**src/rtl/mc_pkg.sv**
```systemverilog
`default_nettype none
// ============================================================================
//  Module   : mc_pkg
//  Purpose  : Shared constants for the multi-cycle datapath: opcode and
//             funct codes, the 3-bit ALU operation encoding, the FSM state
//             encoding and two small decode helpers.
//  Ports    : none (package)
//  Revision : 1.0  initial release
// ============================================================================
package mc_pkg;

   // Primary opcodes (instruction bits 31:26)
   localparam logic [5:0] c_op_rtype = 6'h00;
   localparam logic [5:0] c_op_addi  = 6'h08;
   localparam logic [5:0] c_op_lw    = 6'h23;
   localparam logic [5:0] c_op_sw    = 6'h2B;
   localparam logic [5:0] c_op_beq   = 6'h04;
   localparam logic [5:0] c_op_j     = 6'h02;

   // R-type funct codes (instruction bits 5:0)
   localparam logic [5:0] c_fn_add = 6'h20;
   localparam logic [5:0] c_fn_sub = 6'h22;
   localparam logic [5:0] c_fn_and = 6'h24;
   localparam logic [5:0] c_fn_or  = 6'h25;
   localparam logic [5:0] c_fn_slt = 6'h2A;

   // ALU operation encoding
   typedef enum logic [2:0] {
      ALU_ADD = 3'd0,
      ALU_SUB = 3'd1,
      ALU_AND = 3'd2,
      ALU_OR  = 3'd3,
      ALU_SLT = 3'd4
   } alu_op_t;

   // FSM state encoding (also exported on state_o)
   localparam logic [2:0] c_s_fetch  = 3'd0;
   localparam logic [2:0] c_s_decode = 3'd1;
   localparam logic [2:0] c_s_exec   = 3'd2;
   localparam logic [2:0] c_s_mem    = 3'd3;
   localparam logic [2:0] c_s_wb     = 3'd4;
   localparam logic [2:0] c_s_halt   = 3'd7;

   function automatic logic funct_is_legal(input logic [5:0] fn);
      return (fn == c_fn_add) || (fn == c_fn_sub) || (fn == c_fn_and) ||
             (fn == c_fn_or)  || (fn == c_fn_slt);
   endfunction

   function automatic alu_op_t funct_to_alu(input logic [5:0] fn);
      alu_op_t op;
      case (fn)
         c_fn_sub: op = ALU_SUB;
         c_fn_and: op = ALU_AND;
         c_fn_or:  op = ALU_OR;
         c_fn_slt: op = ALU_SLT;
         default:  op = ALU_ADD;
      endcase
      return op;
   endfunction

endpackage
`default_nettype wire

```
**src/rtl/mc_regfile.sv**
```systemverilog
`default_nettype none
// ============================================================================
//  Module   : mc_regfile
//  Purpose  : 2^REG_AW x DATA_W register file, two combinational read ports
//             and one synchronous write port. Register 0 always reads zero
//             and ignores writes. Contents are not reset.
//  Ports    : clk            - rising-edge clock
//             we/waddr/wdata - write port
//             raddr0/rdata0  - read port 0 (combinational)
//             raddr1/rdata1  - read port 1 (combinational)
//  Revision : 1.0  initial release
// ============================================================================
module mc_regfile #(
   parameter int DATA_W = 32,
   parameter int REG_AW = 5
) (
   input  logic              clk,
   input  logic              we,
   input  logic [REG_AW-1:0] waddr,
   input  logic [DATA_W-1:0] wdata,
   input  logic [REG_AW-1:0] raddr0,
   output logic [DATA_W-1:0] rdata0,
   input  logic [REG_AW-1:0] raddr1,
   output logic [DATA_W-1:0] rdata1
);

   logic [DATA_W-1:0] r_regs [0:(2**REG_AW)-1];

   always_ff @(posedge clk) begin
      if (we && (waddr != '0)) begin
         r_regs[waddr] <= wdata;
      end
   end

   // Entry 0 is never written, so the zero is forced on the read side.
   assign rdata0 = (raddr0 == '0) ? '0 : r_regs[raddr0];
   assign rdata1 = (raddr1 == '0) ? '0 : r_regs[raddr1];

endmodule
`default_nettype wire

```
**src/rtl/mc_datapath.sv**
```systemverilog
`default_nettype none
// ============================================================================
//  Module   : mc_datapath
//  Purpose  : Multi-cycle datapath. Five-phase controller (fetch, decode,
//             execute, memory, write-back) with one shared ALU and one
//             unified memory port using a req/ready handshake.
//  Ports    : Clock      - rising-edge clock
//             Reset      - asynchronous active-low reset
//             mem_req    - memory request valid
//             mem_we     - 1 = write, 0 = read
//             mem_addr   - byte address
//             mem_wdata  - store data
//             mem_rdata  - read data, sampled on the completing cycle
//             mem_ready  - memory accepts/completes the request
//             instr_done - one-cycle pulse on instruction retire
//             halt       - sticky, set by an illegal opcode or funct
//             state_o    - current FSM state
//  Config   : MC_JUMP_EN - when defined, j (op 0x02) is executed; otherwise
//             it is treated as an illegal opcode.
//  Revision : 1.0  initial release
// ============================================================================
module mc_datapath
   import mc_pkg::*;
#(
   parameter int                DATA_W   = 32,
   parameter int                REG_AW   = 5,
   parameter logic [DATA_W-1:0] PC_RESET = '0
) (
   input  logic              Clock,
   input  logic              Reset,
   output logic              mem_req,
   output logic              mem_we,
   output logic [DATA_W-1:0] mem_addr,
   output logic [DATA_W-1:0] mem_wdata,
   input  logic [DATA_W-1:0] mem_rdata,
   input  logic              mem_ready,
   output logic              instr_done,
   output logic              halt,
   output logic [2:0]        state_o
);

   // ---------------------------------------------------------------------
   // Architectural / internal registers
   // ---------------------------------------------------------------------
   logic [2:0]        r_state;
   logic [DATA_W-1:0] r_pc;
   logic [31:0]       r_ir;
   logic [DATA_W-1:0] r_a;
   logic [DATA_W-1:0] r_b;
   logic [DATA_W-1:0] r_alu_out;
   logic [DATA_W-1:0] r_mdr;

   // ---------------------------------------------------------------------
   // Instruction field decode
   // ---------------------------------------------------------------------
   logic [5:0]        w_op;
   logic [5:0]        w_funct;
   logic [4:0]        w_rs_full, w_rt_full, w_rd_full;
   logic [REG_AW-1:0] w_rs, w_rt, w_rd;
   logic [DATA_W-1:0] w_imm_sext;
   logic              w_is_rtype;
   logic              w_is_jump;
   logic              w_legal;

   assign w_op       = r_ir[31:26];
   assign w_funct    = r_ir[5:0];
   assign w_rs_full  = r_ir[25:21];
   assign w_rt_full  = r_ir[20:16];
   assign w_rd_full  = r_ir[15:11];
   assign w_rs       = w_rs_full[REG_AW-1:0];
   assign w_rt       = w_rt_full[REG_AW-1:0];
   assign w_rd       = w_rd_full[REG_AW-1:0];
   assign w_imm_sext = {{(DATA_W-16){r_ir[15]}}, r_ir[15:0]};
   assign w_is_rtype = (w_op == c_op_rtype);

   always_comb begin
      w_legal = 1'b0;
      case (w_op)
         c_op_rtype:                          w_legal = funct_is_legal(w_funct);
         c_op_addi, c_op_lw, c_op_sw, c_op_beq: w_legal = 1'b1;
`ifdef MC_JUMP_EN
         c_op_j:                              w_legal = 1'b1;
`endif
         default:                             w_legal = 1'b0;
      endcase
   end

   // ---------------------------------------------------------------------
   // PC arithmetic
   // ---------------------------------------------------------------------
   logic [DATA_W-1:0] w_pc_plus4;
   logic [DATA_W-1:0] w_branch_target;

   assign w_pc_plus4      = r_pc + {{(DATA_W-3){1'b0}}, 3'd4};
   // Decode runs after the PC increment, so this is relative to PC+4.
   assign w_branch_target = r_pc + {w_imm_sext[DATA_W-3:0], 2'b00};

`ifdef MC_JUMP_EN
   logic [DATA_W-1:0] w_jump_target;
   assign w_is_jump     = (w_op == c_op_j);
   assign w_jump_target = {r_pc[DATA_W-1:28], r_ir[25:0], 2'b00};
`else
   assign w_is_jump     = 1'b0;
`endif

   // ---------------------------------------------------------------------
   // Shared ALU: R-type uses A op B, every other user needs A + sext(imm)
   // ---------------------------------------------------------------------
   alu_op_t           w_alu_op;
   logic [DATA_W-1:0] w_alu_b;
   logic [DATA_W-1:0] w_alu_res;
   logic              w_slt;

   assign w_alu_op = w_is_rtype ? funct_to_alu(w_funct) : ALU_ADD;
   assign w_alu_b  = w_is_rtype ? r_b : w_imm_sext;
   assign w_slt    = $signed(r_a) < $signed(w_alu_b);

   always_comb begin
      w_alu_res = '0;
      case (w_alu_op)
         ALU_ADD: w_alu_res = r_a + w_alu_b;
         ALU_SUB: w_alu_res = r_a - w_alu_b;
         ALU_AND: w_alu_res = r_a & w_alu_b;
         ALU_OR:  w_alu_res = r_a | w_alu_b;
         ALU_SLT: w_alu_res = {{(DATA_W-1){1'b0}}, w_slt};
         default: w_alu_res = '0;
      endcase
   end

   // ---------------------------------------------------------------------
   // Register file
   // ---------------------------------------------------------------------
   logic              w_rf_we;
   logic [REG_AW-1:0] w_rf_waddr;
   logic [DATA_W-1:0] w_rf_wdata;
   logic [DATA_W-1:0] w_rs_data;
   logic [DATA_W-1:0] w_rt_data;

   assign w_rf_we    = (r_state == c_s_wb);
   assign w_rf_waddr = w_is_rtype ? w_rd : w_rt;
   assign w_rf_wdata = (w_op == c_op_lw) ? r_mdr : r_alu_out;

   mc_regfile #(
      .DATA_W (DATA_W),
      .REG_AW (REG_AW)
   ) u_regfile (
      .clk    (Clock),
      .we     (w_rf_we),
      .waddr  (w_rf_waddr),
      .wdata  (w_rf_wdata),
      .raddr0 (w_rs),
      .rdata0 (w_rs_data),
      .raddr1 (w_rt),
      .rdata1 (w_rt_data)
   );

   // ---------------------------------------------------------------------
   // Memory port: decoded from registered state only, so it holds steady
   // through wait cycles. Reset gates mem_req directly so it drops at once.
   // ---------------------------------------------------------------------
   logic w_handshake;

   assign mem_req     = Reset && ((r_state == c_s_fetch) || (r_state == c_s_mem));
   assign mem_we      = (r_state == c_s_mem) && (w_op == c_op_sw);
   assign mem_addr    = (r_state == c_s_mem) ? r_alu_out : r_pc;
   assign mem_wdata   = r_b;
   assign w_handshake = mem_req && mem_ready;

   assign instr_done = (r_state == c_s_wb) ||
                       ((r_state == c_s_exec) && ((w_op == c_op_beq) || w_is_jump)) ||
                       ((r_state == c_s_mem) && (w_op == c_op_sw) && w_handshake);
   assign halt       = (r_state == c_s_halt);
   assign state_o    = r_state;

   // ---------------------------------------------------------------------
   // Controller
   // ---------------------------------------------------------------------
   always_ff @(posedge Clock or negedge Reset) begin
      if (!Reset) begin
         r_state   <= c_s_fetch;
         r_pc      <= PC_RESET;
         r_ir      <= '0;
         r_a       <= '0;
         r_b       <= '0;
         r_alu_out <= '0;
         r_mdr     <= '0;
      end else begin
         case (r_state)
            c_s_fetch: begin
               if (w_handshake) begin
                  r_ir    <= mem_rdata[31:0];
                  r_pc    <= w_pc_plus4;
                  r_state <= c_s_decode;
               end
            end
            c_s_decode: begin
               if (w_legal) begin
                  r_a       <= w_rs_data;
                  r_b       <= w_rt_data;
                  r_alu_out <= w_branch_target;
                  r_state   <= c_s_exec;
               end else begin
                  r_state <= c_s_halt;
               end
            end
            c_s_exec: begin
               case (w_op)
                  c_op_rtype, c_op_addi: begin
                     r_alu_out <= w_alu_res;
                     r_state   <= c_s_wb;
                  end
                  c_op_lw, c_op_sw: begin
                     r_alu_out <= w_alu_res;
                     r_state   <= c_s_mem;
                  end
                  c_op_beq: begin
                     if (r_a == r_b) begin
                        r_pc <= r_alu_out;
                     end
                     r_state <= c_s_fetch;
                  end
`ifdef MC_JUMP_EN
                  c_op_j: begin
                     r_pc    <= w_jump_target;
                     r_state <= c_s_fetch;
                  end
`endif
                  default: r_state <= c_s_halt;
               endcase
            end
            c_s_mem: begin
               if (w_handshake) begin
                  if (w_op == c_op_lw) begin
                     r_mdr   <= mem_rdata;
                     r_state <= c_s_wb;
                  end else begin
                     r_state <= c_s_fetch;
                  end
               end
            end
            c_s_wb:   r_state <= c_s_fetch;
            c_s_halt: r_state <= c_s_halt;
            default:  r_state <= c_s_halt;
         endcase
      end
   end

endmodule
`default_nettype wire

```
**config.mk**
```make
export PLATFORM = sky130hd
export DESIGN_NAME = mc_datapath
export DESIGN_NICKNAME = d
export VERILOG_FILES = /design/src/rtl/mc_pkg.sv /design/src/rtl/mc_regfile.sv /design/src/rtl/mc_datapath.sv
export SDC_FILE = /design/constraint.sdc
export NUM_CORES = 2
export LEC_CHECK = 0
export ABC_AREA = 1
export CAP_MARGIN = 25
export CORE_MARGIN = 2
export CORE_UTILIZATION = 35
export CTS_CLUSTER_SIZE = 28
export DETAILED_ROUTE_END_ITERATION = 10
export DONT_BUFFER_PORTS = 1
export GPL_TIMING_DRIVEN = 0
export SLEW_MARGIN = 25
export SYNTH_ARGS = -nofsm -noshare
export SYNTH_HDL_FRONTEND = slang
export SYNTH_HIERARCHICAL = 1
export SYNTH_SLANG_ARGS = --single-unit
```
**constraint.sdc**
```tcl
create_clock -name Clock -period 8.7 [get_ports Clock]
set_clock_uncertainty 0.15 [all_clocks]
set_input_delay 1.74 -clock Clock [delete_from_list [all_inputs] [get_ports Clock]]
set_output_delay 1.74 -clock Clock [all_outputs]
set_load 0.05 [all_outputs]
```
# [Word-level counts from Yosys, hierarchy flattened]
# Memory sizes are Yosys's and may differ from the RTL's.
# Cells that the tools add are included.
[word_totals] register_bits=195 latchBits=0 ram_bits=1024 romBits=0 in_bits=35 output_inout_bits=71 elab_cells=96 mem_count=1
[memory_table] memory="u_regfile.r_regs" depth=32 width=32 rd=2 rd_clocked_by_memory_dff=0 wr=1 line_no="mc_regfile.sv:27" text="logic [DATA_W-1:0] r_regs [0:(2**REG_AW)-1];"
[classes] n_addsub=4 n_mul=0 n_div=0 order_cmp=1 eq_ne=25 shift=0 n_mux=25 bitwise=2 reduce_logical=31
[ops] op="2-to-1 mux 32 bit" n=10
[ops] op="one-hot mux 32 bit (5 select lines)" n=1
[ops] op="one-hot mux 32 bit (2 select lines)" n=2
[ops] op="adder 32 bit" n=2
[ops] op="== test 6 bit, second input constant" n=7
[ops] op="adder 32 x 3 -> 32 bit, second input constant" n=1
[ops] op="AND 32 bit" n=1
[ops] op="== test 32 bit" n=1
[ops] op="< comparator 32 bit" n=1
[ops] op="OR 32 bit" n=1
[ops] op="subtractor 32 bit" n=1
[ops] op="2-to-1 mux 3 bit" n=5
[ops] op="one-hot mux 3 bit (5 select lines)" n=1
[ops] op="== test 3 x 2 -> 1 bit, second input constant" n=4
[ops] op="one-hot mux 3 bit (4 select lines)" n=1
[ops] op="logical NOT 5 bit" n=2
[ops] op="== test 3 bit, second input constant" n=3
[ops] op="one-hot mux 3 bit (3 select lines)" n=1
[ops] op="inequality test 2 bit, second input constant" n=4
[ops] op="OR reduction 4 bit" n=2
[ops] op="logical OR 1 bit" n=7
[ops] op="== test 3 x 1 -> 1 bit, second input constant" n=2
[ops] op="== test 6 x 3 -> 1 bit, second input constant" n=1
[ops] op="== test 6 x 4 -> 1 bit, second input constant" n=1
[ops] op="13 further kinds" n=26

# [Logic depth before layout (Yosys ltp)]
[depth] depth_word=8 ltp_mapped=25 depth_no_buf=22

# [Cells and area by module]
# Netlist, hierarchy kept.
[by_module_without_submodules] mod="mc_regfile" n_inst=1 cells_each=5972 area_each_um2=51687.1 seq_area_each_um2=30749.5
[by_module_without_submodules] mod="mc_datapath" n_inst=1 cells_each=2810 area_each_um2=18128.6 seq_area_each_um2=4879.7

# [Worst setup path before layout]
# No wires, ideal clock.
[synth_timing] path_kind="input -> output" from="input port mem_ready" to="output port instr_done" t_arrival_ns=2.682 path_slack_ns=4.128 stages=4 n_path_buf=1 cell_sequence="and3_1 -> buf_4 -> a21oi_1 -> o21ai_0"
[synth_between] elab_chain_cells=3
[synth_lines] element="start: declaration" line_no="mc_datapath.sv:36" text="input logic mem_ready,"
[synth_lines] element="logical AND 1 bit" line_no="mc_datapath.sv:167" text="assign w_handshake = mem_req && mem_ready;"
[synth_lines] element="logical AND 1 bit" line_no="mc_datapath.sv:171" text="((r_state == c_s_mem) && (w_op == c_op_sw) && w_handshake);"
[synth_lines] element="logical OR 1 bit" line_no="mc_datapath.sv:170" text="((r_state == c_s_exec) && ((w_op == c_op_beq) || w_is_jump)) ||"
[synth_lines] element="end: declaration" line_no="mc_datapath.sv:37" text="output logic instr_done,"
# No other way between the ends.

# [Worst setup path in the final report]
[layout_timing] from="register r_state[1], in the netlist state_o[1]" to="output port instr_done"
[layout_between] elab_cells_between_ends=12 classes_between="eq/ne (3); reduce/logical (9)"
[layout_rtl] element="start: declaration" line_no="mc_datapath.sv:45" text="logic [2:0] r_state;"
[layout_rtl] element="start signal: assignment" line_no="mc_datapath.sv:180" text="r_state <= c_s_fetch;"
[layout_rtl] element="start signal: assignment" line_no="mc_datapath.sv:193" text="r_state <= c_s_decode;"
[layout_rtl] element="start signal: assignment" line_no="mc_datapath.sv:201" text="r_state <= c_s_exec;"
[layout_rtl] element="== test 3 x 2 -> 1 bit"
[layout_rtl] element="logical AND 1 bit"
[layout_rtl] element="named net mem_we" line_no="mc_datapath.sv:32" text="output logic mem_we,"
[layout_rtl] element="logical AND 1 bit" line_no="mc_datapath.sv:171"
[layout_rtl] element="logical OR 1 bit" line_no="mc_datapath.sv:170"
# The timed path passes the listed nets, and every way through them passes these cells.

==> results.yml <==
outcome:
  status: "finished with violations"
  violations: "DRC"
placement:
  gp_congestion: 1.10
  port_buffers: 0
  dpl.cell_count: 11600
  hpwl_mm: 300
global_routing:
  antenna_found_initial: 37
  use_met1_pct: 46.0
  grt_overflow_total: 0
  grt_start_max_net_pins: 198
  first_global_vias: 65200
  grt.total_usage_pct: 38.6
  grt_first_pass_wirelength_mm: 538
  busiest_layer: "met2"
  grtUsageMet2_pct: 55.2
  use_met3_pct: 15.8
floorplan:
  die_x_um: 451
  rows: 163
  die_area_um2: 203000
  ios: 106
  initial_core_util_pct: 35.3
  die_h_um: 451
  core_um2: 198000
cts:
  cts_buffers: 147
  cts_tree: "yes"
  clk_pin_slew_ps: 60
  clockBufferDepth: 3
  clkSinkCount: 1219
  cts_root_buffer: "clkbuf_16"
  clock_latency_ps: 850
  ctsHoldBuffers: 0
  cts_setup_buffers: 0
  cts_resized: 0
  cts_max_level: 4
timing:
  fin_setup_tns_ps: 0
  max_slew_margin_pct: 13.6
  rsz0062_at_grt: "false"
  finalCriticalPeriod_ps: 5590
  finalHoldViolations: 0
  worst_slew_pin_slew_ps: 1300
  setup_viol: 0
  fmax_mhz: 179
  finalMaxSlewViolations: 0
  period_share_pct: 64.2
worst_setup_path:
  worstSetupPathType: "register to output pin"
  reg2reg_to: "r_alu_out[31]$_DFFE_PN0P_"
  crit_end: "instr_done"
  critPathBufInv: 1
  startpoint_type: "register"
  end_kind: "output pin"
  crit_chain: "nand2_1, nor2_4, inv_2, nor2_1, a21oi_1, o21ai_1"
  slowest_delay_ps: 760
  critPathRequiredTime_ps: 6810
  r2r_slack_ps: 3580
  worstReg2RegStart: "r_ir[29]$_DFFE_PN0P_"
  critical-path-slowest-cell: "nor2_1"
  worstPathMaxFanout: 8
  arrival_ps: 3700
  crit_start: "state_o[1]$_DFFE_PN0P_"
  worst-r2r-cell-count: 21
  cp.depth: 6
  crit_family: "simple AND/OR/NAND/NOR gates"
detailed_routing:
  dr.pass1.iters: 11
  drc_errors: 1
  wl_per_cell_um: 34.2
  ant_nets: 0
  avgViaCountPerCell: 6.03
  dr.first_iter.drc_count: 12600
  routed_wl_mm: 405
  vias: 71500
synth:
  yosys_warnings: 6
  synthTopCellsByArea: "edfxtp_1 (44%), nand2_1 (15%), nand3_1 (7.9%), dfrtp_1 (7.0%), nor2_1 (5.4%)"
  ys_seq_area_share_pct: 51.0
  synth_area_leader_cell: "edfxtp_1"
  synth_seq_cells: 1219
  syn_area_um2: 69800
  synthCells: 8782
  syn_avg_cell_area_um2: 7.95
  ys_types: 52
  synth_top_area_share_pct: 44.0
job:
  drv_cap: 0
final_layout:
  drive_above_1_share_pct: 8.54
  layout.nets: 9252
  fin_util_pct: 41.1
  instances_no_fill: 11800
  area_growth_pct: 16.4
min_path:
  hold_class: "register to register"
power_and_ir_drop:
  power_density_nw_per_um2: 469
  vdd_drop_max_uv: 216
  leakage_nw: 34.0
==> Yosys cell counts (all sizes together) <==
library cell,number
a21boi,2
a21o,5
a21oi,379
a22oi,3
a31oi,6
and2,5
and3,10
buf,293
clkbuf,231
clkinv,1
conb,1
dfrtp,195
edfxtp,1024
fa,3
ha,141
inv,548
mux2,47
nand2,2879
nand3,1101
nand3b,16
nand4,31
nor2,1014
nor3,36
nor3b,1
nor4,9
o211ai,30
o21a,2
o21ai,647
o21bai,13
o221ai,2
o22ai,39
o31ai,1
or2,5
xnor2,23
xor2,39
==> report_power, final <==
group / total, W / internal, W / leakage (nW) / switching (W)
registers: 0.00862 / 0.00755 / 11.6 / 0.00107
logic: 0.0233 / 0.00523 / 20.2 / 0.0181
clock network: 0.00618 / 0.00349 / 2.28 / 0.00268
total: 0.0381 / 0.0163 / 34.0 / 0.0218
==> stage by stage <==
stage | total power [W] | instance area (um2) | setup slack [ps] | hold WS, ps
CTS | 0.0365 | 81200 | 3110 | 329
floorplan | 0.0196 | 69900 | 4130 | 297
finish | 0.0381 | 81300 | 3110 | 323
global placement | 0.0296 | 73200 | 1400 | 320
detailed placement | 0.0304 | 76500 | 3710 | 316
global route | 0.0387 | 81200 | 3010 | 350
==> how the worst min path moves through the flow <==
stage                                    start              endpoint  depth (start not counted)
after CTS                 r_ir[22]$_DFFE_PN0P_  r_ir[22]$_DFFE_PN0P_                          2
final                     r_ir[22]$_DFFE_PN0P_  r_ir[22]$_DFFE_PN0P_                          2
after global placement    r_ir[22]$_DFFE_PN0P_  r_ir[22]$_DFFE_PN0P_                          2
after detailed placement  r_ir[22]$_DFFE_PN0P_  r_ir[22]$_DFFE_PN0P_                          2
after floorplan           r_ir[22]$_DFFE_PN0P_  r_ir[22]$_DFFE_PN0P_                          2
after global routing      r_ir[22]$_DFFE_PN0P_  r_ir[22]$_DFFE_PN0P_                          2
==> worst register-to-register path: cells and delay by family (launching register included) <==
kind | cells | cell delay, ps
AND/OR/NAND/NOR | 14 | 2270
buffers and inverters | 4 | 1540
adder cells (fa/ha/maj) | 1 | 310
AO/OA/AOI/OAI | 2 | 320
flip-flops | 1 | 420
==> layout make-up <==
class / instances / area, um2
diodes: 14 / 35.0
fillers: 20000 / 117000
repair buffers: 111 / 2630
clock inverters: 77 / 767
multi-input cells: 6521 / 30400
inverters: 549 / 2060
clock buffers: 192 / 3950
plain buffers: 524 / 2500
flip-flops and latches: 1219 / 35600
well taps: 2640 / 3300
==> state kept, by name (all words and copies together) (netlist names) <==
name	count
u_regfile/r_regs	1024
r_pc	32
r_alu_out	32
r_ir	32
mem_wdata	32
r_mdr	32
state_o	3
r_a	32
==> per-layer routing <==
metal | wire, um | vias to the layer above
met5 | 119 | -
met4 | 37900 | 16
met3 | 60000 | 1557
met2 | 165000 | 5895
met1 | 142000 | 34200
li1 | - | 29800
==> cells by family (layout without fill, tap and decap cells) <==
group | Yosys count | count (layout) | synth area share, %
other | 1 | 46 | 0.00537
DFF | 1219 | 1219 | 51.0
buffers and inverters | 1073 | 1453 | 6.38
muxes | 47 | 47 | 0.758
and+or+nand+nor | 5107 | 5107 | 30.0
xor gates and xnor gates | 62 | 62 | 0.778
adders and majority gates | 144 | 144 | 2.61
AOI/OAI and AO/OA | 1129 | 1129 | 8.39
==> layout by cell type (no fill, tap or decap), types with 20 or more instances in the layout <==
cell type  instances
a21oi_1          379
buf_1             52
buf_12            31
buf_16            67
buf_2            204
buf_4             20
buf_6             21
clkbuf_1         203
clkbuf_16        149
clkbuf_2          67
clkinv_1          26
clkinv_2          20
conb_1            32
dfrtp_1          195
edfxtp_1        1024
ha_1             141
inv_1            534
mux2_2            47
nand2_1         2863
nand3_1         1097
nand4_1           31
nor2_1           969
nor2_4            36
nor3_1            34
o211ai_1          30
o21ai_0          527
o21ai_1           92
o21ai_4           24
o22ai_1           39
xnor2_1           23
xor2_1            39
Note: power is estimated with default switching activity, not from simulation.
